$ cat config.mk
export PLATFORM = sky130hd
export DESIGN_NAME = sdram_burst_ctrl
export DESIGN_NICKNAME = d
export VERILOG_FILES = /design/src/rtl/sdram_pkg.sv /design/src/rtl/sdram_ref_timer.sv /design/src/rtl/sdram_burst_ctrl.sv
export SDC_FILE = /design/constraint.sdc
export NUM_CORES = 1
export LEC_CHECK = 0
export BUFFER_PORTS_ARGS = -buffer_cell sky130_fd_sc_hd__buf_2
export CORE_ASPECT_RATIO = 1.5
export CORE_MARGIN = 5
export CORE_UTILIZATION = 50
export DETAILED_ROUTE_END_ITERATION = 8
export PLACE_DENSITY = 0.8
export SLEW_MARGIN = 20
export SYNTH_ARGS = -nofsm -noshare
export SYNTH_HDL_FRONTEND = slang
export SYNTH_SLANG_ARGS = --single-unit
$ cat constraint.sdc
create_clock -name clk_ref -period 3.7 [get_ports clk_ref]
set_clock_uncertainty 0.1 [all_clocks]
set_input_delay 1.11 -clock clk_ref [delete_from_list [all_inputs] [get_ports clk_ref]]
set_output_delay 1.11 -clock clk_ref [all_outputs]
set_load 0.01 [all_outputs]
$ cat src/rtl/sdram_pkg.sv
// Shared definitions for the SDRAM burst controller: command encodings,
// address field positions and the controller state enum.
package sdram_pkg;

  // {cs_n, ras_n, cas_n, we_n}
  localparam logic [3:0] CMD_NOP = 4'b0111;
  localparam logic [3:0] CMD_ACT = 4'b0011;
  localparam logic [3:0] CMD_RD  = 4'b0101;
  localparam logic [3:0] CMD_WR  = 4'b0100;
  localparam logic [3:0] CMD_BST = 4'b0110;
  localparam logic [3:0] CMD_PRE = 4'b0010;
  localparam logic [3:0] CMD_REF = 4'b0001;
  localparam logic [3:0] CMD_MRS = 4'b0000;

  localparam int BANK_HI = 21;
  localparam int BANK_LO = 20;
  localparam int ROW_HI  = 19;
  localparam int ROW_LO  = 8;
  localparam int COL_HI  = 7;
  localparam int COL_LO  = 0;

  typedef enum logic [3:0] {
    S_IDLE, S_REF, S_REF_WAIT, S_ACT, S_RCD_WAIT, S_WR_DATA,
    S_RD_DATA, S_BST, S_WR_RECOV, S_PRE, S_RP_WAIT
  } state_t;

  // A full page is 256 columns; longer requests are cut to one page.
  function automatic logic [8:0] clamp_len(input logic [8:0] length);
    return (length > 9'd256) ? 9'd256 : length;
  endfunction

endpackage

$ cat src/rtl/sdram_ref_timer.sv
// Auto-refresh interval timer: raises pending once per REF_CYCLES clocks of
// initialised operation; the controller clears it when it starts a refresh.
module sdram_ref_timer #(
  parameter int REF_CYCLES = 781
) (
  input  logic clk,
  input  logic rst_n,
  input  logic en,
  input  logic clr,
  output logic pending
);

  localparam int CW = $clog2(REF_CYCLES);

  logic [CW-1:0] cnt;

  always_ff @(posedge clk) begin
    if (!rst_n) begin
      cnt     <= '0;
      pending <= 1'b0;
    end else begin
      if (clr) pending <= 1'b0;
      // a new expiry on the clearing cycle must not be lost
      if (en) begin
        if (cnt == CW'(REF_CYCLES - 1)) begin
          cnt     <= '0;
          pending <= 1'b1;
        end else begin
          cnt <= cnt + 1'b1;
        end
      end
    end
  end

endmodule

$ cat src/rtl/sdram_burst_ctrl.sv
// Full-page SDRAM burst engine: ACTIVE, WRITE/READ, BURST TERMINATE, PRECHARGE
// per request, with periodic auto-refresh. Timing params must be >= 2 (TWR, CAS_LAT >= 1).
module sdram_burst_ctrl import sdram_pkg::*; #(
  parameter int TRCD       = 2,
  parameter int TRP        = 2,
  parameter int TRFC       = 7,
  parameter int TWR        = 2,
  parameter int CAS_LAT    = 3,
  parameter int REF_CYCLES = 781
) (
  input  logic        clk_ref,
  input  logic        rst_n,
  input  logic        sdram_init_done,
  input  logic        sdram_wr_req,
  input  logic [21:0] sdram_wraddr,
  input  logic [8:0]  wr_length,
  output logic        sdram_wr_ack,
  input  logic [15:0] sdram_din,
  input  logic        sdram_rd_req,
  input  logic [21:0] sdram_rdaddr,
  input  logic [8:0]  rd_length,
  output logic        sdram_rd_ack,
  output logic [15:0] sdram_dout,
  output logic [3:0]  sdram_cmd,
  output logic [1:0]  sdram_ba,
  output logic [11:0] sdram_a,
  output logic [15:0] sdram_dq_out,
  output logic        sdram_dq_oe,
  input  logic [15:0] sdram_dq_in,
  output logic        busy
);

  state_t       state, state_nxt;
  logic [8:0]   cnt, len, rec_last;
  logic [21:0]  addr;
  logic         is_wr, ld_wr, ld_rd, ref_pending, ref_clr;
  logic [CAS_LAT:0] vld_pipe;

  sdram_ref_timer #(.REF_CYCLES(REF_CYCLES)) u_ref_timer (
    .clk     (clk_ref),
    .rst_n   (rst_n),
    .en      (sdram_init_done),
    .clr     (ref_clr),
    .pending (ref_pending)
  );

  // Writes wait out tWR; reads wait until the last word has left the pipe.
  assign rec_last = is_wr ? 9'(TWR - 1) : 9'(CAS_LAT - 1);

  always_comb begin
    state_nxt = state;
    ref_clr   = 1'b0;
    ld_wr     = 1'b0;
    ld_rd     = 1'b0;
    unique case (state)
      S_IDLE: if (sdram_init_done) begin
        if (ref_pending) begin
          state_nxt = S_REF;
          ref_clr   = 1'b1;
        end else if (sdram_wr_req && wr_length != 9'd0) begin
          state_nxt = S_ACT;
          ld_wr     = 1'b1;
        end else if (sdram_rd_req && rd_length != 9'd0) begin
          state_nxt = S_ACT;
          ld_rd     = 1'b1;
        end
      end
      S_REF:      state_nxt = S_REF_WAIT;
      S_REF_WAIT: if (cnt == 9'(TRFC - 2)) state_nxt = S_IDLE;
      S_ACT:      state_nxt = S_RCD_WAIT;
      S_RCD_WAIT: if (cnt == 9'(TRCD - 2)) state_nxt = is_wr ? S_WR_DATA : S_RD_DATA;
      S_WR_DATA,
      S_RD_DATA:  if (cnt == len - 9'd1) state_nxt = S_BST;
      S_BST:      state_nxt = S_WR_RECOV;
      S_WR_RECOV: if (cnt == rec_last) state_nxt = S_PRE;
      S_PRE:      state_nxt = S_RP_WAIT;
      S_RP_WAIT:  if (cnt == 9'(TRP - 2)) state_nxt = S_IDLE;
      default:    state_nxt = S_IDLE;
    endcase
  end

  always_ff @(posedge clk_ref) begin
    if (!rst_n) begin
      state      <= S_IDLE;
      cnt        <= '0;
      len        <= '0;
      addr       <= '0;
      is_wr      <= 1'b0;
      vld_pipe   <= '0;
      sdram_dout <= '0;
    end else begin
      state <= state_nxt;
      cnt   <= (state_nxt != state) ? 9'd0 : cnt + 9'd1;
      if (ld_wr) begin
        is_wr <= 1'b1;
        addr  <= sdram_wraddr;
        len   <= clamp_len(wr_length);
      end else if (ld_rd) begin
        is_wr <= 1'b0;
        addr  <= sdram_rdaddr;
        len   <= clamp_len(rd_length);
      end
      // bit k marks a READ-phase cycle k+1 clocks ago; DQ is valid CAS_LAT after
      vld_pipe <= {vld_pipe[CAS_LAT-1:0], state == S_RD_DATA};
      if (vld_pipe[CAS_LAT-1]) sdram_dout <= sdram_dq_in;
    end
  end

  assign sdram_rd_ack = vld_pipe[CAS_LAT];
  assign busy         = (state != S_IDLE);

  always_comb begin
    sdram_cmd    = CMD_NOP;
    sdram_ba     = '0;
    sdram_a      = '0;
    sdram_dq_oe  = 1'b0;
    sdram_dq_out = '0;
    sdram_wr_ack = 1'b0;
    unique case (state)
      S_REF: sdram_cmd = CMD_REF;
      S_ACT: begin
        sdram_cmd = CMD_ACT;
        sdram_ba  = addr[BANK_HI:BANK_LO];
        sdram_a   = addr[ROW_HI:ROW_LO];
      end
      // FIFO data lags the strobe by one clock, so the strobe leads WRITE
      S_RCD_WAIT: sdram_wr_ack = is_wr && (cnt == 9'(TRCD - 2));
      S_WR_DATA: begin
        sdram_dq_oe  = 1'b1;
        sdram_dq_out = sdram_din;
        sdram_wr_ack = (cnt != len - 9'd1);
        if (cnt == 9'd0) begin
          sdram_cmd = CMD_WR;
          sdram_ba  = addr[BANK_HI:BANK_LO];
          sdram_a   = {4'b0000, addr[COL_HI:COL_LO]};
        end
      end
      S_RD_DATA: if (cnt == 9'd0) begin
        sdram_cmd = CMD_RD;
        sdram_ba  = addr[BANK_HI:BANK_LO];
        sdram_a   = {4'b0000, addr[COL_HI:COL_LO]};
      end
      S_BST: sdram_cmd = CMD_BST;
      S_PRE: begin
        sdram_cmd   = CMD_PRE;
        sdram_a[10] = 1'b1;
      end
      default: ;
    endcase
  end

endmodule

# Yosys cells after proc, flatten, opt, wreduce, memory -nomap -nowiden
# Index checks and enable logic that the tools add are counted.
[word_totals]
in_bits = 99
reg_bits = 76
output_inout_bits = 54
[op_classes]
n_reduce_logical = 11
addsub = 3
magnitude_cmp = 2
n_bitwise = 1
muxes = 48
eq_ne = 16
[ops]
columns = ["op", "n"]
rows = [
  ["$mux 22", 2],
  ["$pmux 4 s10", 1],
  ["$mux 4", 9],
  ["$mux 9", 4],
  ["$pmux 10 s2", 1],
  ["$gt 9x9->1 const B", 2],
  ["$mux 1", 18],
  ["$pmux 3 s6", 1],
  ["$reduce_bool 9->1", 2],
  ["$eq 4x3->1 const B", 4],
  ["$mux 16", 1],
  ["$eq 4x4->1 const B", 3],
  ["$add 10x1->10 const B", 1],
  ["$eq 10x10->1 const B", 1],
  ["$mux 10", 1],
  ["$mux 2", 5],
  ["$add 9x1->9 const B", 1],
  ["$eq 9x2->1", 1],
  ["$eq 9x3->1 const B", 1],
  ["$eq 9x9->1", 1],
  ["$logic_not 9->1", 1],
  ["$ne 9x9->1", 1],
  ["$sub 9x1->9 const B", 1],
  ["$eq 4x2->1 const B", 2],
  ["other kinds (12)", 16],
]

# Logic depth before layout (Yosys ltp)
[depth]
ltp_word = 9
ltp_mapped = 10
mapped_depth_nobuf = 8

# By module
# From an unflattened synthesis, not the netlist that was laid out.
[unflattened]
hier_cells = 485
hier_area_um2 = 4161.5
[by_module_without_submodules]
columns = ["module", "n_inst", "area_each_um2", "seq_area_each_um2", "cells_per_inst"]
rows = [
  ["sdram_burst_ctrl", 1, 3585.9, 1301.2, 422],
  ["sdram_ref_timer", 1, 575.6, 220.2, 63],
]

# Worst setup path after synthesis
# OpenSTA, ideal clock, no wires.
[synth_path]
path_type = "flip-flop to output port"
startpoint = "register len[0]"
endpoint = "output sdram_wr_ack"
n_path_buf = 1
arrival_time_ps = 1839
t_required_ps = 2490
stages_incl_launch_ff = 10
slack_ps = 651
cell_sequence = "dfxtp_1 > inv_1 > ha_1 > clkbuf_2 > xnor2_1 > o2bb2ai_1 > a2111oi_2 > o22ai_1 > nor2_1 > nand2_1"
[synth_via]
elab_chain_cells = 3
[synth_rtl]
columns = ["item", "line", "text"]
rows = [
  ["start, declared", "sdram_burst_ctrl.sv:34", "logic [8:0] cnt, len, rec_last;"],
  ["start signal, assigned", "sdram_burst_ctrl.sv:97", "len <= clamp_len(wr_length);"],
  ["start signal, assigned", "sdram_burst_ctrl.sv:101", "len <= clamp_len(rd_length);"],
  ["$sub 9x1->9", "sdram_burst_ctrl.sv:131", "sdram_wr_ack = (cnt != len - 9'd1);"],
  ["$ne 9x9->1", "sdram_burst_ctrl.sv:131", ""],
  ["$pmux 1 s2", "sdram_burst_ctrl.sv:119", "unique case (state)"],
  ["end, declared", "sdram_burst_ctrl.sv:17", "output logic sdram_wr_ack,"],
]
# Every way passes these cells.

# Worst setup path after layout
# Same ends and word-level chain as after synthesis.

==> impl_metrics.tcl <==
set metrics [dict create \
    outcome "complete, no violations" \
    synth_nets 616 \
    power.total_mw 2.12 \
    cts_root_buf "clkbuf_16" \
    cts.sinks 76 \
    ys_warn_count 0 \
    clockBufferDepth 2 \
    core_mm2 0.00841 \
    first_pass_iters 5 \
    rsz0062_at_grt "no" \
    viasPerCell 5.60 \
    cts_tree "done" \
    finalNonFillerCells 758 \
    critPathCaptureType "primary output" \
    max_stage_delay_ns 0.44 \
    cts_made_buffers 9 \
    synthCells 511 \
    ys_async_sr_fraction_pct 0 \
    syn_to_final_growth_pct 26.5 \
    antennaDiodeCount 0 \
    crit_path_start_kind "flip-flop" \
    dpl.hpwl_mm 8.73 \
    slew_headroom_pct 39.2 \
    insertion_delay_ns 0.34 \
    io_buffers 151 \
    drt-total-wl_mm 11.4 \
    grt_pass1_wl_mm 18.6 \
    synth_top_area_share_pct 35.3 \
    fin_ws_ns 0.172 \
    cp_num_buf_inv 2 \
    synth_top_cell_by_area "dfxtp_1" \
    h-tree-depth 3 \
    yosysSeqAreaShare_pct 35.3 \
    die_h_um 124 \
    fin_nets 751 \
    place_congestion 0.948 \
    synth-seq-cells 76 \
    synth_area_mm2 0.00431 \
    maxCapViolations 0 \
    ys.flop_type "dfxtp_1" \
    placed_cell_area_mm2 0.00513 \
    grt_remaining_overflow 0 \
    avgSynthCellArea_um2 8.43 \
    crit_chain "inv_1, ha_2, xnor2_1, o2bb2ai_1, a2111oi_4, o22ai_1, nor2_1, nand2_1, buf_2" \
    grt.total_usage_pct 21.6 \
    post_cts_buffers 0 \
    dpl.cell_count 742 \
    hold_buffers 0 \
    peakVddDrop_mv 0.257 \
    hold_viol 0 \
    crit_fanout 9 \
    die_area_mm2 0.0106 \
    worst_pin_slew_ns 0.911 \
    place_ws_ns 0.362 \
    ys_types 66 \
    fmax_ghz 0.283 \
    die_w_um 85.8 \
    grt_pass1_vias 4244 \
    fp-row-count 41 \
    antenna_found_initial 0 \
    cts_resized 1 \
    powerDensity_mw_per_mm2 388 \
    utilization_pct 64.8 \
    vias 4248 \
    synthTopCellsByArea "dfxtp_1 (35%), nand2_1 (4.7%), o221ai_1 (4.5%), mux2i_1 (3.9%), a21boi_1 (3.8%)" \
    finalCriticalPeriod_ns 3.53 \
    fill_cells 736 \
    final_area_mm2 0.00545 \
    avgRoutedWirePerCell_um 15.1 \
    clkTransAtPathRegs_ns 0.06 \
    synth-edff-count 0 \
    slew_violations 0 \
    path_delay_family "compound AO/OA/AOI/OAI gates" \
    grt_max_degree 59 \
    ant_nets 0 \
    drt_iter0_drc 210 \
    ios 153 \
    setup_viol 0 \
    period_share_pct 95.4 \
    setup_tns_ns 0 \
    hp-class "reg -> reg" \
    power_leakage_nw 2.33 \
    drc_errors 0 \
    crit_required_ns 2.49 \
    worst_hold_slack_ns 0.332 \
    slowest_stage "a2111oi_4" \
    cp.arrival_ns 2.32 \
    worstSetupPathType "reg -> out" \
    drive_gt1_share_pct 29.6 \
    initial_core_util_pct 51.2 \
]
## worst reg2reg max path, stage by stage, from the launching register on
cell      delay, ns
dfxtp_1        0.46
nor4_1         0.62
nand3_1        0.28
nor2_2         0.60
buf_4          0.38
o221ai_1       0.18
a21boi_1       0.17
## path summary, 6_finish.rpt
kind / cells past startpoint / end / slack, ns / start
worst max-delay path: 9 / sdram_wr_ack / 0.17 / len[0]
worst min register to register: 1 / vld_pipe[1] / 0.33 / vld_pipe[0]
worst max register to register: 6 / addr[13] / 0.85 / state[0]
worst min-delay path: 1 / vld_pipe[1] / 0.33 / vld_pipe[0]
## layout by cell type, fill, tap and decap left out, drive strengths merged, types with 10 or more instances in the layout
cell type | Yosys | routed
nand2 | 54 | 54
inv | 14 | 18
nor2 | 39 | 39
o221ai | 22 | 22
a21boi | 24 | 24
nor3b | 18 | 18
buf | 7 | 162
xor2 | 17 | 17
mux2i | 17 | 17
nand3 | 10 | 10
dfxtp | 76 | 76
nor2b | 21 | 21
and2 | 23 | 23
nor3 | 17 | 17
## kinds of logic after synthesis
group / synth area share, %
compound gates: 18.8
xor+xnor: 5.28
fa+ha+maj: 1.74
buf+inv: 4.91
flops: 35.3
mux: 4.21
other cells: 0.0870
simple gates: 29.6
## layout make-up
cell class                 count  area [um^2]  share of cell area (%)
timing repair buffer         162          838                    15.4
clock buffer                   9          225                    4.13
sequential                    76         1520                    27.9
inverter                      15         56.3                    1.03
multi-input combinational    382         2590                    47.6
tap                          107          134                    2.46
clock inverter                 7         81.3                    1.49
## layer usage
metal | vias to the layer above | part of all wire [%] | track usage, %
met5 | - | 0 | 0
met1 | 1946 | 38 | 22.7
met2 | 175 | 51 | 39.9
li1 | 2100 | - | -
met4 | 0 | 1.9 | 8.42
met3 | 27 | 8.5 | 6.35
## registers in the layout (all words and copies together), names as in the netlist
| name | flops |
|---|---|
| addr | 22 |
| is_wr | 1 |
| sdram_dout | 16 |
| len | 9 |
| state | 4 |
| vld_pipe | 4 |
| u_ref_timer.pending | 1 |
| cnt | 9 |
| u_ref_timer.cnt | 10 |
## synth_stat cells (all sizes together) (3+ instances only)
| master | count |
|---|---|
| a21boi | 24 |
| a21oi | 3 |
| mux2i | 17 |
| or4 | 3 |
| nor4 | 8 |
| buf | 7 |
| a31oi | 3 |
| and2 | 23 |
| or3 | 5 |
| xnor2 | 9 |
| ha | 6 |
| clkbuf | 31 |
| xor2 | 17 |
| o21ai | 4 |
| nor3 | 17 |
| nor2b | 21 |
| dfxtp | 76 |
| and3 | 8 |
| nand3 | 10 |
| nand2 | 54 |
| o22ai | 3 |
| nand4 | 9 |
| a311oi | 9 |
| nand2b | 5 |
| o211ai | 3 |
| o221ai | 22 |
| nand3b | 4 |
| and4 | 3 |
| nor3b | 18 |
| o21a | 3 |
| inv | 14 |
| nor2 | 39 |
| a22o | 8 |
## report_power, final
group / total [mW] / internal (mW) / switching, mW
Combinational: 0.327 / 0.149 / 0.178
Sequential: 0.895 / 0.852 / 0.0429
Clock: 0.892 / 0.532 / 0.360
(Power assumes the default switching activity.)
